===== config.mk =====
export PLATFORM = sky130hd
export DESIGN_NAME = idct_pixel_buffer
export DESIGN_NICKNAME = d
export VERILOG_FILES = /design/src/rtl/jpeg_pkg.sv /design/src/rtl/pixel_saturate.sv /design/src/rtl/idct_pixel_buffer.sv
export SDC_FILE = /design/constraint.sdc
export NUM_CORES = 1
export LEC_CHECK = 0
export CELL_PAD_IN_SITES_DETAIL_PLACEMENT = 0
export CELL_PAD_IN_SITES_GLOBAL_PLACEMENT = 2
export CORE_MARGIN = 4
export CORE_UTILIZATION = 51
export CTS_CLUSTER_DIAMETER = 100
export DETAILED_ROUTE_END_ITERATION = 16
export PLACE_DENSITY_LB_ADDON = 0.1
export SYNTH_ARGS = -nofsm -noshare
export SYNTH_HDL_FRONTEND = slang
export SYNTH_SLANG_ARGS = --single-unit

===== constraint.sdc =====
create_clock -name i_sysclk -period 6.7 [get_ports i_sysclk]
set_clock_uncertainty 0.05 [all_clocks]
set_input_delay 0.67 -clock i_sysclk [delete_from_list [all_inputs] [get_ports i_sysclk]]
set_output_delay 0.67 -clock i_sysclk [all_outputs]
set_load 0.05 [all_outputs]

===== src/rtl/jpeg_pkg.sv =====
// Shared JPEG viewer constants: block geometry, default level shift and the
// encoding of the pixel-buffer read FSM.
package jpeg_pkg;

  localparam int BLOCK_PIXELS     = 64;
  localparam int BLOCK_DIM        = 8;
  localparam int LEVEL_SHIFT_DFLT = 128;

  localparam logic [1:0] RD_IDLE   = 2'd0;
  localparam logic [1:0] RD_FETCH  = 2'd1;
  localparam logic [1:0] RD_STREAM = 2'd2;

endpackage


===== src/rtl/pixel_saturate.sv =====
// Combinational level shift and clamp of a signed IDCT sample to an unsigned
// pixel; shared by the luma and chroma paths.
module pixel_saturate
  import jpeg_pkg::*;
#(
  parameter int O_OUT_PRECISION = 8,
  parameter int PIX_WIDTH       = 8,
  parameter int LEVEL_SHIFT     = LEVEL_SHIFT_DFLT
) (
  input  logic signed [O_OUT_PRECISION:0] sample,
  output logic        [PIX_WIDTH-1:0]     pixel
);

  localparam int SW = O_OUT_PRECISION + 2;
  localparam logic signed [SW-1:0] SHIFT   = SW'(LEVEL_SHIFT);
  localparam logic signed [SW-1:0] PIX_MAX = SW'((1 << PIX_WIDTH) - 1);

  // One extra bit of headroom so the shifted sum never wraps.
  function automatic logic [PIX_WIDTH-1:0] shift_clamp(
    input logic signed [O_OUT_PRECISION:0] x
  );
    logic signed [SW-1:0] s;
    s = SW'(x) + SHIFT;
    if (s[SW-1])
      shift_clamp = '0;
    else if (s > PIX_MAX)
      shift_clamp = '1;
    else
      shift_clamp = s[PIX_WIDTH-1:0];
  endfunction

  assign pixel = shift_clamp(sample);

endmodule


===== src/rtl/idct_pixel_buffer.sv =====
// Level-shifts IDCT samples into a ping-pong 8x8 pixel buffer and streams full
// blocks out over valid/ready. `IDCT_PIXEL_BUFFER_TRANSPOSE_EN selects column-major readout.
module idct_pixel_buffer
  import jpeg_pkg::*;
#(
  parameter int O_OUT_PRECISION = 8,
  parameter int PIX_WIDTH       = 8,
  parameter int LEVEL_SHIFT     = LEVEL_SHIFT_DFLT
) (
  input  logic                           i_sysclk,
  input  logic                           i_arstn,
  input  logic                           i_en,
  input  logic signed [O_OUT_PRECISION:0] i_O,
  output logic                           o_in_ready,
  output logic                           o_ovf,
  output logic                           o_valid,
  input  logic                           i_ready,
  output logic        [PIX_WIDTH-1:0]    o_data,
  output logic                           o_last
);

  localparam int CNT_W = $clog2(BLOCK_PIXELS);
  localparam logic [CNT_W-1:0] LAST_IDX = CNT_W'(BLOCK_PIXELS - 1);
  localparam logic [CNT_W-1:0] PEN_IDX  = CNT_W'(BLOCK_PIXELS - 2);

  logic [PIX_WIDTH-1:0] pix_p0;
  logic [PIX_WIDTH-1:0] pix_p1;
  logic                 vld_p1;
  logic                 accept;
  logic                 wr_done;
  logic                 hs;
  logic                 blk_done;
  logic [1:0]           full;
  logic                 wr_bank;
  logic                 rd_bank;
  logic [CNT_W-1:0]     wr_cnt;
  logic [CNT_W-1:0]     rd_cnt;
  logic [1:0]           rd_state;
  logic                 rd_bank_sel;
  logic [CNT_W-1:0]     rd_idx;
  logic [CNT_W-1:0]     rd_addr;
  logic [PIX_WIDTH-1:0] ram_q;
  logic [PIX_WIDTH-1:0] mem [2*BLOCK_PIXELS];

  pixel_saturate #(
    .O_OUT_PRECISION (O_OUT_PRECISION),
    .PIX_WIDTH       (PIX_WIDTH),
    .LEVEL_SHIFT     (LEVEL_SHIFT)
  ) u_sat (
    .sample (i_O),
    .pixel  (pix_p0)
  );

  // Refuse a sample that would follow the block-closing write into a bank still being read.
  assign o_in_ready = !full[wr_bank] && !(vld_p1 && (wr_cnt == LAST_IDX) && full[!wr_bank]);
  assign accept     = i_en && o_in_ready;
  assign wr_done    = vld_p1 && (wr_cnt == LAST_IDX);
  assign hs         = o_valid && i_ready;
  assign blk_done   = hs && o_last;

  // ---- stage p0 -> p1: saturated pixel registered ----
  always_ff @(posedge i_sysclk or negedge i_arstn) begin
    if (!i_arstn) begin
      vld_p1 <= 1'b0;
      o_ovf  <= 1'b0;
    end else begin
      vld_p1 <= accept;
      if (i_en && !o_in_ready)
        o_ovf <= 1'b1;
    end
  end

  always_ff @(posedge i_sysclk) begin
    if (accept)
      pix_p1 <= pix_p0;
  end

  // ---- stage p1 -> RAM: write side ----
  always_ff @(posedge i_sysclk or negedge i_arstn) begin
    if (!i_arstn) begin
      wr_cnt  <= '0;
      wr_bank <= 1'b0;
    end else if (vld_p1) begin
      wr_cnt <= wr_cnt + 1'b1;
      if (wr_done)
        wr_bank <= !wr_bank;
    end
  end

  always_ff @(posedge i_sysclk or negedge i_arstn) begin
    if (!i_arstn) begin
      full <= 2'b00;
    end else begin
      if (wr_done)
        full[wr_bank] <= 1'b1;
      if (blk_done)
        full[rd_bank] <= 1'b0;
    end
  end

  // Prefetch index: the pixel that will be presented after the next handshake.
  always_comb begin
    rd_bank_sel = rd_bank;
    rd_idx      = '0;
    case (rd_state)
      RD_FETCH: rd_idx = CNT_W'(1);
      RD_STREAM: begin
        if (blk_done)
          rd_bank_sel = !rd_bank;
        else if (hs)
          rd_idx = rd_cnt + CNT_W'(2);
        else
          rd_idx = rd_cnt + CNT_W'(1);
      end
      default: ;
    endcase
  end

`ifdef IDCT_PIXEL_BUFFER_TRANSPOSE_EN
  assign rd_addr = {rd_idx[2:0], rd_idx[5:3]};
`else
  assign rd_addr = rd_idx;
`endif

  always_ff @(posedge i_sysclk) begin
    if (vld_p1)
      mem[{wr_bank, wr_cnt}] <= pix_p1;
    ram_q <= mem[{rd_bank_sel, rd_addr}];
  end

  // ---- RAM -> output register: read FSM ----
  always_ff @(posedge i_sysclk or negedge i_arstn) begin
    if (!i_arstn) begin
      rd_state <= RD_IDLE;
      rd_bank  <= 1'b0;
      rd_cnt   <= '0;
      o_valid  <= 1'b0;
      o_last   <= 1'b0;
      o_data   <= '0;
    end else begin
      case (rd_state)
        RD_IDLE: begin
          if (full[rd_bank])
            rd_state <= RD_FETCH;
        end
        RD_FETCH: begin
          o_data   <= ram_q;
          o_valid  <= 1'b1;
          o_last   <= 1'b0;
          rd_cnt   <= '0;
          rd_state <= RD_STREAM;
        end
        RD_STREAM: begin
          if (hs) begin
            if (o_last) begin
              rd_bank  <= !rd_bank;
              rd_cnt   <= '0;
              o_valid  <= 1'b0;
              o_last   <= 1'b0;
              rd_state <= full[!rd_bank] ? RD_FETCH : RD_IDLE;
            end else begin
              o_data <= ram_q;
              rd_cnt <= rd_cnt + 1'b1;
              o_last <= (rd_cnt == PEN_IDX);
            end
          end
        end
        default: rd_state <= RD_IDLE;
      endcase
    end
  end

endmodule


==> summary.txt <==
Global route
  – Initial antenna violation count: 4
  – Gr ovfl total: 0
  – Pin count of the biggest net entering global routing: 133
  – GR Util All Layers: 0.254
  – Vias in the first global route: about 24k
  – First-pass GRT wire length: 167 mm

Worst setup path
  – CP Launch Type: flip-flop
  – Cells on worst reg2reg path: 11
  – CP cell instances: inv_1 -> ha_4 -> and2_1 -> nand4_1 -> buf_4 -> buf_4 -> a211oi_1 -> a311oi_1 -> nor4_1 -> o22ai_1 -> or4b_1
  – Crit Path Class: flip-flop to flip-flop
  – Crit path required time: 7.19 ns
  – Worst EP arrival: 5.74 ns
  – CP max FO: 56
  – Top cell by count, worst path: buf_4
  – Nature of the critical path endpoint: flip-flop
  – FF-to-FF setup slack: around 1.5 ns
  – Worst path depth: 11
  – Worst R2R Start: rd_state[0]$_DFFE_PN0P_
  – CP bufs+invs: 3
  – Critical Path Source: rd_state[0]$_DFFE_PN0P_
  – Delay of the slowest critical-path stage: ~0.63 ns
  – CP max-delay cell: nand4_1
  – Cell family with most CP delay: simple AND/OR/NAND/NOR gates

Pwr
  – Pwr Density: 394 mW/mm2
  – Clock network power share: 0.321
  – Leak pwr: 15.9 nW
  – Flop pwr share: 0.428
  – Worst vdd ir: just under 500 uV
  – Sw Share: 0.321
  – Int Power: 12.7 mW
  – Comb power frac: 0.251
  – Psw: between 6 and 7 mW

Logic synthesis
  – Synth Area in Simple Gates: 0.0814
  – Main combinational cell family by area after synthesis: compound AO/OA/AOI/OAI gates
  – Syn_nets: roughly 2.8k
  – Synthesized cell area: between 0.04 and 0.05 mm2
  – Synth top area share: 0.727
  – Post-Syn Instances: 2,729
  – YS warnings: 0
  – Seq/Total Area, Yosys: 0.748
  – Leading post-synthesis cells by cell area: edfxtp_1, a211oi_1, mux2i_1
  – XOR/XNOR Fraction of Synth Area: 0.00205
  – Yosys reg bits: about 1.1k
  – Mapped Avg Cell Area: 15.6 um2
  – Dominant synthesized flop cell: edfxtp_1
  – Post-synth EDFFs: around 1.0k
  – Fraction of synthesized area in multiplexers: 0.0499
  – Post-synth ARST share: 0.0280
  – Synth Area in Compound Gates: 0.0940
  – Netlist cell types: 72
  – Yosys top cell by area: edfxtp_1
  – Adder-Cell Fraction of Synth Area: 0.00264

Clocking
  – Clk_lat worst skew: between 0.6 and 0.7 ns
  – CTS root buf: clkbuf_16
  – Clock-pin slew on the worst setup and hold paths: 0.06 ns
  – Hold-fix buffers, CTS: 0
  – CTS tree: done
  – H-tree depth: 3
  – Post-CTS Setup Bufs: 0
  – Clk sinks: 1,070
  – PostCTS Resize Cnt: 0
  – Clk buf depth: 3
  – CTS Buf Count: 110

Layout
  – Layout area overhead: 11.7%
  – Layout cells sized above 1: 0.107
  – Final net count: 2,765

Die
  – Die span in x: roughly 300 um
  – Rows: 105
  – Ports: 25
  – Starting Density: 0.517
  – Die H: 297 um
  – Core box area: just over 0.08 mm2
  – Die ar.: 0.0883 mm2

Drt
  – # DRC: 0
  – DR iter-0 viols: 2,311
  – Final ANT Viol Nets: 0
  – Vias/cell: 6.31
  – Routed len/inst: just under 30 um
  – DRT Pass-1 Iters: 6
  – Via Count: ~25k
  – WL final: 114 mm

Run status
  – Outcome: finished clean

STA
  – Worst-Margin Slew: 1.36 ns
  – Setup_tns: 0 ns
  – Setup violations, final: 0
  – Number of hold violations in the final report: 0
  – Max Clk Rate: 0.191 GHz
  – Period utilization: 0.782
  – Min Tclk post-route: approximately 5.2 ns
  – Unrepaired setup endpoints after global routing: no
  – Rel. slew slack: 0.0957
  – Hold Slack: 0.0769 ns
  – Max-slew violation count: 0

Placement
  – RePlAce Congestion: 0.888
  – I/O Buffers: 24
  – HPWL Detailed: between 70 and 80 mm

Min path
  – Worst hold path type: primary input to asynchronous set/reset pin

Run
  – Max_cap viols: 0
==> sequential cells by signal, indices dropped and copies added (netlist names) <==
name      count
rd_cnt        6
full          2
o_valid       1
rd_state      2
pix_p1        8
vld_p1        1
wr_cnt        6
o_data        8
ram_q         8
rd_bank       1
o_last        1
o_ovf         1
wr_bank       1
mem        1024
==> metrics by stage <==
step	total power, mW	area, um2	cells	setup slack, ns	utilization
after floorplan	11.2	42600	2729	3.47	-
after global placement	12.8	44000	3701	1.14	0.534
after detailed placement	12.9	44000	3701	1.06	0.534
after CTS	18.8	47600	3910	1.41	0.577
after global routing	19.4	47600	3910	1.17	0.577
final	18.7	47600	3913	1.46	0.577
==> metal layers <==
metal	global-route usage	up-vias	share of wire
li1	-	10900	-
met5	0	-	0.00018
met3	0.0406	182	0.065
met1	0.361	12700	0.42
met4	0.0735	4	0.030
met2	0.412	883	0.48
==> power groups by stage <==
stage	clock network, mW	logic (mW)	registers (mW)
2_1_floorplan	0	2.88	8.29
3_3_place_gp	0	4.68	8.14
3_5_place_dp	0	4.72	8.15
4_1_cts	6.09	4.74	8.01
5_1_grt	6.39	5.03	8.03
6_report	6.02	4.71	8.01
==> layout make-up <==
| class | count | area, um2 |
|---|---|---|
| Fill cell | 6391 | 34900 |
| Sequential cell | 1070 | 31900 |
| Multi-Input combinational cell | 1443 | 9880 |
| Clock buffer | 138 | 2960 |
| Tap cell | 1070 | 1340 |
| Timing Repair Buffer | 96 | 838 |
| Clock inverter | 71 | 602 |
| Inverter | 22 | 82.6 |
| Antenna cell | 3 | 7.51 |
==> synthesized netlist by cell type (all sizes together), types with 19 or more instances <==
master  count
and3      125
edfxtp   1032
a211oi    204
dfrtp      30
a22o       19
clkbuf    114
a31oi      22
a311oi     26
mux4       37
mux2i     116
nor4       34
o22ai      53
o211ai     24
buf        80
nor2      165
nand2     224
a21oi      40
inv        22
nand3     104
a22oi      29
==> cells by family (layout without fill, tap and decap cells) <==
kind of cell | count (synthesis) | after routing
AO/OA/AOI/OAI | 534 | 534
flip-flops | 1070 | 1070
AND/OR/NAND/NOR | 726 | 726
adder cells (fa/ha/maj) | 9 | 9
multiplexers | 164 | 164
other | 0 | 3
buffers and inverters | 216 | 327
XOR/XNOR | 10 | 10
==> worst register-to-register path, cell delays in order (launching register included) <==
cell and delay, ns:
dfrtp_1 0.38, inv_1 0.11, ha_4 0.62, and2_1 0.29, nand4_1 0.63, buf_4 0.59, buf_4 0.46, a211oi_1 0.29
a311oi_1 0.09, nor4_1 0.62, o22ai_1 0.43, or4b_1 0.59
==> worst paths after layout <==
path / to
hold / removal: o_ovf$_DFFE_PN0P_
hold reg to reg: o_data[7]$_DFFE_PN0P_
setup / recovery: ram_q[0]$_DFF_P_
min in group i_sysclk: o_data[7]$_DFFE_PN0P_
setup reg to reg: ram_q[0]$_DFF_P_
max in group asynchronous: wr_cnt[0]$_DFFE_PN0P_
==> cell usage in the layout, fill, tap and decap left out, types with 23 or more instances in the layout <==
cell type and instances:
edfxtp_1 1032, nand2_1 223, a211oi_1 204, nor2_1 163, and3_1 125, mux2i_1 115, clkbuf_16 114, nand3_1 102
buf_4 67, o22ai_1 53, a21oi_1 40, mux4_2 35, nor4_1 34, clkinv_2 30, dfrtp_1 30, a22oi_1 29
a311oi_1 26, clkinv_1 25, o211ai_1 24, clkdlybuf4s50_1 23
(Power assumes the default switching activity.)
